`src/rtl/multicycle_control_unit_pkg.sv`:
```
// Shared encodings for the multicycle MIPS control path: opcodes, FSM states,
// datapath mux selects and the control word driven every cycle.
package multicycle_control_unit_pkg;

  localparam logic [5:0] OP_R    = 6'b000000;
  localparam logic [5:0] OP_LW   = 6'b100011;
  localparam logic [5:0] OP_SW   = 6'b101011;
  localparam logic [5:0] OP_BEQ  = 6'b000100;
  localparam logic [5:0] OP_ADDI = 6'b001000;
  localparam logic [5:0] OP_J    = 6'b000010;

  typedef enum logic [3:0] {
    S_FETCH   = 4'd0,
    S_DECODE  = 4'd1,
    S_MEM_ADR = 4'd2,
    S_MEM_RD  = 4'd3,
    S_MEM_WB  = 4'd4,
    S_MEM_WR  = 4'd5,
    S_EXEC    = 4'd6,
    S_ALU_WB  = 4'd7,
    S_BRANCH  = 4'd8,
    S_ADDI_EX = 4'd9,
    S_ADDI_WB = 4'd10,
    S_JUMP    = 4'd11
  } state_t;

  localparam logic [1:0] SRCB_REG     = 2'b00;
  localparam logic [1:0] SRCB_FOUR    = 2'b01;
  localparam logic [1:0] SRCB_IMM     = 2'b10;
  localparam logic [1:0] SRCB_IMM_SH2 = 2'b11;

  localparam logic [1:0] ALUOP_ADD   = 2'b00;
  localparam logic [1:0] ALUOP_SUB   = 2'b01;
  localparam logic [1:0] ALUOP_FUNCT = 2'b10;

  localparam logic [1:0] PCSRC_ALU    = 2'b00;
  localparam logic [1:0] PCSRC_ALUOUT = 2'b01;
  localparam logic [1:0] PCSRC_JUMP   = 2'b10;

  typedef struct packed {
    logic       iord;
    logic       mem_read;
    logic       mem_write;
    logic       ir_write;
    logic       reg_dst;
    logic       mem_to_reg;
    logic       reg_write;
    logic       alu_src_a;
    logic [1:0] alu_src_b;
    logic [1:0] alu_op;
    logic [1:0] pc_source;
    logic       pc_write;
    logic       pc_write_cond;
  } ctrl_t;

  function automatic logic is_legal_op(input logic [5:0] op);
    return (op == OP_R) || (op == OP_LW) || (op == OP_SW) ||
           (op == OP_BEQ) || (op == OP_ADDI) || (op == OP_J);
  endfunction

endpackage

```
`src/rtl/multicycle_control_unit_control_output_decoder.sv`:
```
// Combinational decode of the FSM state into the datapath control word.
// Reset low shows FETCH selects with every enable held off.
module control_output_decoder
  import multicycle_control_unit_pkg::*;
(
  input  logic [3:0] state,
  input  logic       mem_ready,
  input  logic       reset,
  output ctrl_t      ctrl
);

  logic [3:0] sel;

  always_comb begin
    sel  = reset ? state : S_FETCH;
    ctrl = '0;
    case (sel)
      S_FETCH: begin
        ctrl.mem_read  = 1'b1;
        ctrl.alu_src_b = SRCB_FOUR;
        ctrl.ir_write  = mem_ready;
        ctrl.pc_write  = mem_ready;
      end
      S_DECODE:  ctrl.alu_src_b = SRCB_IMM_SH2;
      S_MEM_ADR: begin
        ctrl.alu_src_a = 1'b1;
        ctrl.alu_src_b = SRCB_IMM;
      end
      S_MEM_RD: begin
        ctrl.iord     = 1'b1;
        ctrl.mem_read = 1'b1;
      end
      S_MEM_WB: begin
        ctrl.mem_to_reg = 1'b1;
        ctrl.reg_write  = 1'b1;
      end
      S_MEM_WR: begin
        ctrl.iord      = 1'b1;
        ctrl.mem_write = 1'b1;
      end
      S_EXEC: begin
        ctrl.alu_src_a = 1'b1;
        ctrl.alu_op    = ALUOP_FUNCT;
      end
      S_ALU_WB: begin
        ctrl.reg_dst   = 1'b1;
        ctrl.reg_write = 1'b1;
      end
      S_BRANCH: begin
        ctrl.alu_src_a     = 1'b1;
        ctrl.alu_op        = ALUOP_SUB;
        ctrl.pc_source     = PCSRC_ALUOUT;
        ctrl.pc_write_cond = 1'b1;
      end
      S_ADDI_EX: begin
        ctrl.alu_src_a = 1'b1;
        ctrl.alu_src_b = SRCB_IMM;
      end
      S_ADDI_WB: ctrl.reg_write = 1'b1;
      S_JUMP: begin
        ctrl.pc_source = PCSRC_JUMP;
        ctrl.pc_write  = 1'b1;
      end
      default: ;
    endcase
    if (!reset) begin
      ctrl.ir_write = 1'b0;
      ctrl.pc_write = 1'b0;
      ctrl.mem_read = 1'b0;
    end
  end

endmodule

```
`src/rtl/multicycle_control_unit.sv`:
```
// Main multicycle MIPS control FSM: sequences fetch/decode/execute/memory/
// writeback and drives every datapath select and enable each cycle.
module multicycle_control_unit
  import multicycle_control_unit_pkg::*;
#(
  parameter int USE_MEM_READY = 1,
  parameter int STATE_WIDTH   = 4
) (
  input  logic                   clk,
  input  logic                   reset,
  input  logic [5:0]             opcode,
  input  logic                   mem_ready,
  output logic                   iord,
  output logic                   mem_read,
  output logic                   mem_write,
  output logic                   ir_write,
  output logic                   reg_dst,
  output logic                   mem_to_reg,
  output logic                   reg_write,
  output logic                   alu_src_a,
  output logic [1:0]             alu_src_b,
  output logic [1:0]             alu_op,
  output logic [1:0]             pc_source,
  output logic                   pc_write,
  output logic                   pc_write_cond,
  output logic                   illegal_op,
  output logic [STATE_WIDTH-1:0] state_o
);

  // Raw 4-bit register so the unused codes 12-15 stay representable.
  logic [3:0] state;
  logic       ready;
  ctrl_t      ctrl;

  assign ready = (USE_MEM_READY != 0) ? mem_ready : 1'b1;

  always_ff @(posedge clk) begin
    if (!reset) begin
      state <= S_FETCH;
    end else begin
      case (state)
        S_FETCH:   state <= ready ? S_DECODE : S_FETCH;
        S_DECODE: begin
          case (opcode)
            OP_LW, OP_SW: state <= S_MEM_ADR;
            OP_R:         state <= S_EXEC;
            OP_BEQ:       state <= S_BRANCH;
            OP_ADDI:      state <= S_ADDI_EX;
            OP_J:         state <= S_JUMP;
            default:      state <= S_FETCH;
          endcase
        end
        S_MEM_ADR: state <= (opcode == OP_SW) ? S_MEM_WR : S_MEM_RD;
        S_MEM_RD:  state <= ready ? S_MEM_WB : S_MEM_RD;
        S_MEM_WB:  state <= S_FETCH;
        S_MEM_WR:  state <= ready ? S_FETCH : S_MEM_WR;
        S_EXEC:    state <= S_ALU_WB;
        S_ALU_WB:  state <= S_FETCH;
        S_BRANCH:  state <= S_FETCH;
        S_ADDI_EX: state <= S_ADDI_WB;
        S_ADDI_WB: state <= S_FETCH;
        S_JUMP:    state <= S_FETCH;
        default:   state <= S_FETCH;
      endcase
    end
  end

  control_output_decoder u_decoder (
    .state     (state),
    .mem_ready (ready),
    .reset     (reset),
    .ctrl      (ctrl)
  );

  assign iord          = ctrl.iord;
  assign mem_read      = ctrl.mem_read;
  assign mem_write     = ctrl.mem_write;
  assign ir_write      = ctrl.ir_write;
  assign reg_dst       = ctrl.reg_dst;
  assign mem_to_reg    = ctrl.mem_to_reg;
  assign reg_write     = ctrl.reg_write;
  assign alu_src_a     = ctrl.alu_src_a;
  assign alu_src_b     = ctrl.alu_src_b;
  assign alu_op        = ctrl.alu_op;
  assign pc_source     = ctrl.pc_source;
  assign pc_write      = ctrl.pc_write;
  assign pc_write_cond = ctrl.pc_write_cond;

  assign illegal_op = reset && (state == S_DECODE) && !is_legal_op(opcode);
  assign state_o    = reset ? STATE_WIDTH'(state) : '0;

endmodule

```
`config.mk`:
```
export PLATFORM = sky130hd
export DESIGN_NAME = multicycle_control_unit
export DESIGN_NICKNAME = d
export VERILOG_FILES = /design/src/rtl/multicycle_control_unit_pkg.sv /design/src/rtl/multicycle_control_unit_control_output_decoder.sv /design/src/rtl/multicycle_control_unit.sv
export SDC_FILE = /design/constraint.sdc
export NUM_CORES = 1
export LEC_CHECK = 0
export BUFFER_PORTS_ARGS = -buffer_cell sky130_fd_sc_hd__buf_4
export CAP_MARGIN = 10
export CORE_AREA = 4 4 52 54
export DETAILED_ROUTE_END_ITERATION = 10
export DIE_AREA = 0 0 56 58
export PLACE_DENSITY = 0.49
export SETUP_SLACK_MARGIN = 0.4
export SYNTH_ARGS = -nofsm -noshare
export SYNTH_HDL_FRONTEND = slang
export SYNTH_SLANG_ARGS = --single-unit
```
`constraint.sdc`:
```
create_clock -name clk -period 1.85 [get_ports clk]
set_input_delay 0.0925 -clock clk [delete_from_list [all_inputs] [get_ports clk]]
set_output_delay 0.0925 -clock clk [all_outputs]
set_load 0.005 [all_outputs]
```
==> summary.md <==
| Metric | Value |
|---|---|
| Run status | `completed` |
| Cell Pwr Density | `309.6 mW/mm²` |
| CP required | `1.76 ns` |
| Max Root-Sink Buffers | `2` |
| Wire length per cell | `12.16 µm` |
| DR DRC count | `0` |
| Htree depth | `1` |
| Root Buffer Master | `clkbuf_4` |
| CP delay by family, top | `simple AND/OR/NAND/NOR gates` |
| Setup TNS | `0 ns` |
| Hold Crit Class | `input pin to flop` |
| Vias in the first global route | `700` |
| GR Util All Layers | `11.63%` |
| Final Cycle Share | `75.27%` |
| Critical path class | `flop to output port` |
| Share of layout cells above drive strength 1 | `44.35%` |
| PnR Total Power | `0.2924 mW` |
| Via count | `748` |
| CTS clk-pin slew, worst paths | `0.04 ns` |
| Met1 GRT Util | `14.34%` |
| CTS Sinks | `4` |
| First-pass GRT wire length | `3.146 mm` |
| Post-synthesis sequential element count | `4` |
| Final Util | `42.70%` |
| # diodes | `0` |
| ANT nets after route | `0` |
| Worst Skew | `0.008696 ns` |
| GRT met2 Usage | `20.20%` |
| Die Span X | `56 µm` |
| Grt total ovfl | `0` |
| Row cnt | `17` |
| Total of max-cap violations | `0` |
| Final Hold Viols | `0` |
| Detailed placement HPWL | `1.451 mm` |
| # IOs | `30` |
| Drt pass-1 iters | `4` |
| Placement-stage cell area | `809.5 µm²` |
| Least-Margin Pin Slew | `0.2578 ns` |
| Ys async rst share | `0%` |
| Pins Over Slew Limit | `0` |
| Max Clk Rate | `0.7181 GHz` |
| DRT Wirelength | `1.849 mm` |
| Yosys cell types | `34` |
| CTS Buf Count | `3` |
| R2R setup slack | `0.51 ns` |
| Routability Congestion | `0.7410` |
| Crit end category | `output port` |
| RSZ-0062 raised after global routing | `yes` |
| Worst R2R Path Depth | `5` |
| Synthesized cell area | `586.8 µm²` |
| LEAKAGE | `0.4009 nW` |
| P&R area growth vs syn | `60.98%` |
| Die Height | `58 µm` |
| Largest registers | `state x4` |
| Port bufs | `29` |
| Post-Synthesis Cells | `91` |
| Design area | `944.7 µm²` |
| Largest net degree at the start of global routing | `15` |
| Initial DRC Count | `9` |
| Worst R2R Start | `state[3]$_SDFF_PN0_` |
| CP Launch Point | `state[3]$_SDFF_PN0_` |
| Max reg flops | `4` |
| Via/cell ratio | `4.921` |
| Largest Register | `state` |
| Die ar. | `0.003248 mm²` |
| Maximum vdd drop | `0.2203 mV` |
| Setup Viol. Count Final | `0` |
| CP cell instances | `inv_6, nand2_1, nor4_2, or2_1, buf_4` |
| Initial Util | `26.53%` |
| CP Max Fanout | `8` |
| WHS | `0.1508 ns` |
| FILL cells | `240` |
| Crit. path cell count | `5` |
| Min Tclk post-route | `1.393 ns` |
| Gr busiest metal | `met2` |
| Slew margin rel. | `82.70%` |
| Critical path launch point type | `flop` |
| Mapped Avg Cell Area | `6.448 µm²` |
| Crit path max-delay cell type | `dfxtp_4` |
| R2r endpoint | `state[2]$_SDFF_PN0_` |
| Commonest register cell after synthesis | `dfxtp_1` |
| Arr. time, crit path | `1.30 ns` |
| CP Buf/Inv Count | `2` |
| Worst-Skew Late Latency | `0.24 ns` |
| Core Footprint | `0.002212 mm²` |
| Nets | `135` |
| Global-route track usage on met3 | `2.895%` |
| Initial antenna violation count | `0` |
| Post-synth net total | `100` |
| Synth warn | `0` |
| CP Capture Point | `pc_write` |
| CTS tree | `yes` |
| EDFF count, synth | `0` |
| Sequential area share after synthesis | `13.65%` |
| Crit path largest cell delay | `0.37 ns` |
-- synth_stat cells (2+ instances only) --
| cell type | instances | area, µm² |
|---|---|---|
| buf_2 | 3 | 15.01 |
| xor2_1 | 2 | 17.52 |
| a21oi_1 | 8 | 40.04 |
| and2_1 | 3 | 18.77 |
| nor2_1 | 7 | 26.28 |
| and3_1 | 2 | 12.51 |
| dfxtp_1 | 4 | 80.08 |
| o21ai_0 | 6 | 30.03 |
| nor4_1 | 4 | 25.02 |
| nand2b_1 | 4 | 25.02 |
| nor3_1 | 9 | 45.04 |
| clkbuf_1 | 3 | 11.26 |
| o21a_1 | 3 | 22.52 |
| inv_1 | 4 | 15.01 |
| nand2_1 | 10 | 37.54 |
-- worst min path at each step --
stage / start / end / slack [ns] / cells after the start
6_report: reset / state[3]$_SDFF_PN0_ / 0.15 / 3
5_1_grt: reset / state[3]$_SDFF_PN0_ / 0.18 / 3
4_1_cts: reset / state[3]$_SDFF_PN0_ / 0.15 / 3
3_5_place_dp: reset / state[3]$_SDFF_PN0_ / 0.41 / 3
3_3_place_gp: reset / state[3]$_SDFF_PN0_ / 0.41 / 3
2_1_floorplan: opcode[1] / state[0]$_SDFF_PN0_ / 0.29 / 3
-- power by group --
group	switching (mW)	internal (mW)	total [mW]
clock	0.0363	0.0725	0.109
combinational	0.0445	0.0469	0.0913
sequential	0.00778	0.0845	0.0923
-- layer usage --
| metal | vias up | part of all wire, % |
|---|---|---|
| li1 | 387 | - |
| met4 | 0 | 1.1 |
| met1 | 332 | 45 |
| met2 | 26 | 46 |
| met3 | 3 | 8.0 |
| met5 | - | 0 |
-- cells in the final DEF (no fill, tap or decap), drive strengths merged --
cell,count
xor2,2
o32a,1
nand3,1
nor3,10
nor2,7
or2,1
nand2b,4
and4,1
o21ai,7
and3,2
or3b,1
o211ai,1
clkbuf,3
o21a,3
or3,2
nor4,5
inv,5
buf,38
nor2b,1
mux2,1
nand3b,1
dfxtp,4
a21oi,9
and2,3
a32oi,1
nand2,10
-- timing repair --
action                                  in CTS  in global routing
resized for setup                            8                  7
buffers inserted                             0                  7
endpoints found under the hold margin        0                  0
endpoints found under the setup margin      13                  8
hold buffers                                 0                  0
pin swaps                                    0                  2
cloned                                       0                  0
-- logic make-up (layout without fill, tap and decap cells) --
logic type / count (synthesis) / count (layout) / synth area share [%]
buf+inv: 13 / 46 / 10.87
simple gates: 49 / 49 / 47.98
xor+xnor: 2 / 2 / 2.986
flops: 4 / 4 / 13.65
mux: 1 / 1 / 1.919
compound gates: 22 / 22 / 22.60
-- tightest hold or removal path: cells and delay by family --
| kind | cells | cell delay (ns) |
|---|---|---|
| buf+inv | 1 | 0.15 |
| simple gates | 1 | 0.06 |
| compound gates | 1 | 0.04 |
-- per-stage QoR --
| step | std cells | worst slack, ns |
|---|---|---|
| final | 152 | 0.4574 |
| after global routing | 152 | 0.3704 |
| after CTS | 145 | 0.4010 |
| after detailed placement | 142 | 0.3487 |
| after global placement | 142 | 0.3629 |
| after floorplan | 91 | 0.5838 |
-- final cells by class --
type,instances,area (µm²),area share [%]
Multi-Input combinational cell,74,470.5,49.80
Timing Repair Buffer,38,297.8,31.52
Sequential cell,4,95.09,10.07
Tap cell,28,35.03,3.709
Inverter,5,23.77,2.517
Clock buffer,3,22.52,2.384
Power figures use the tool's default switching activity.
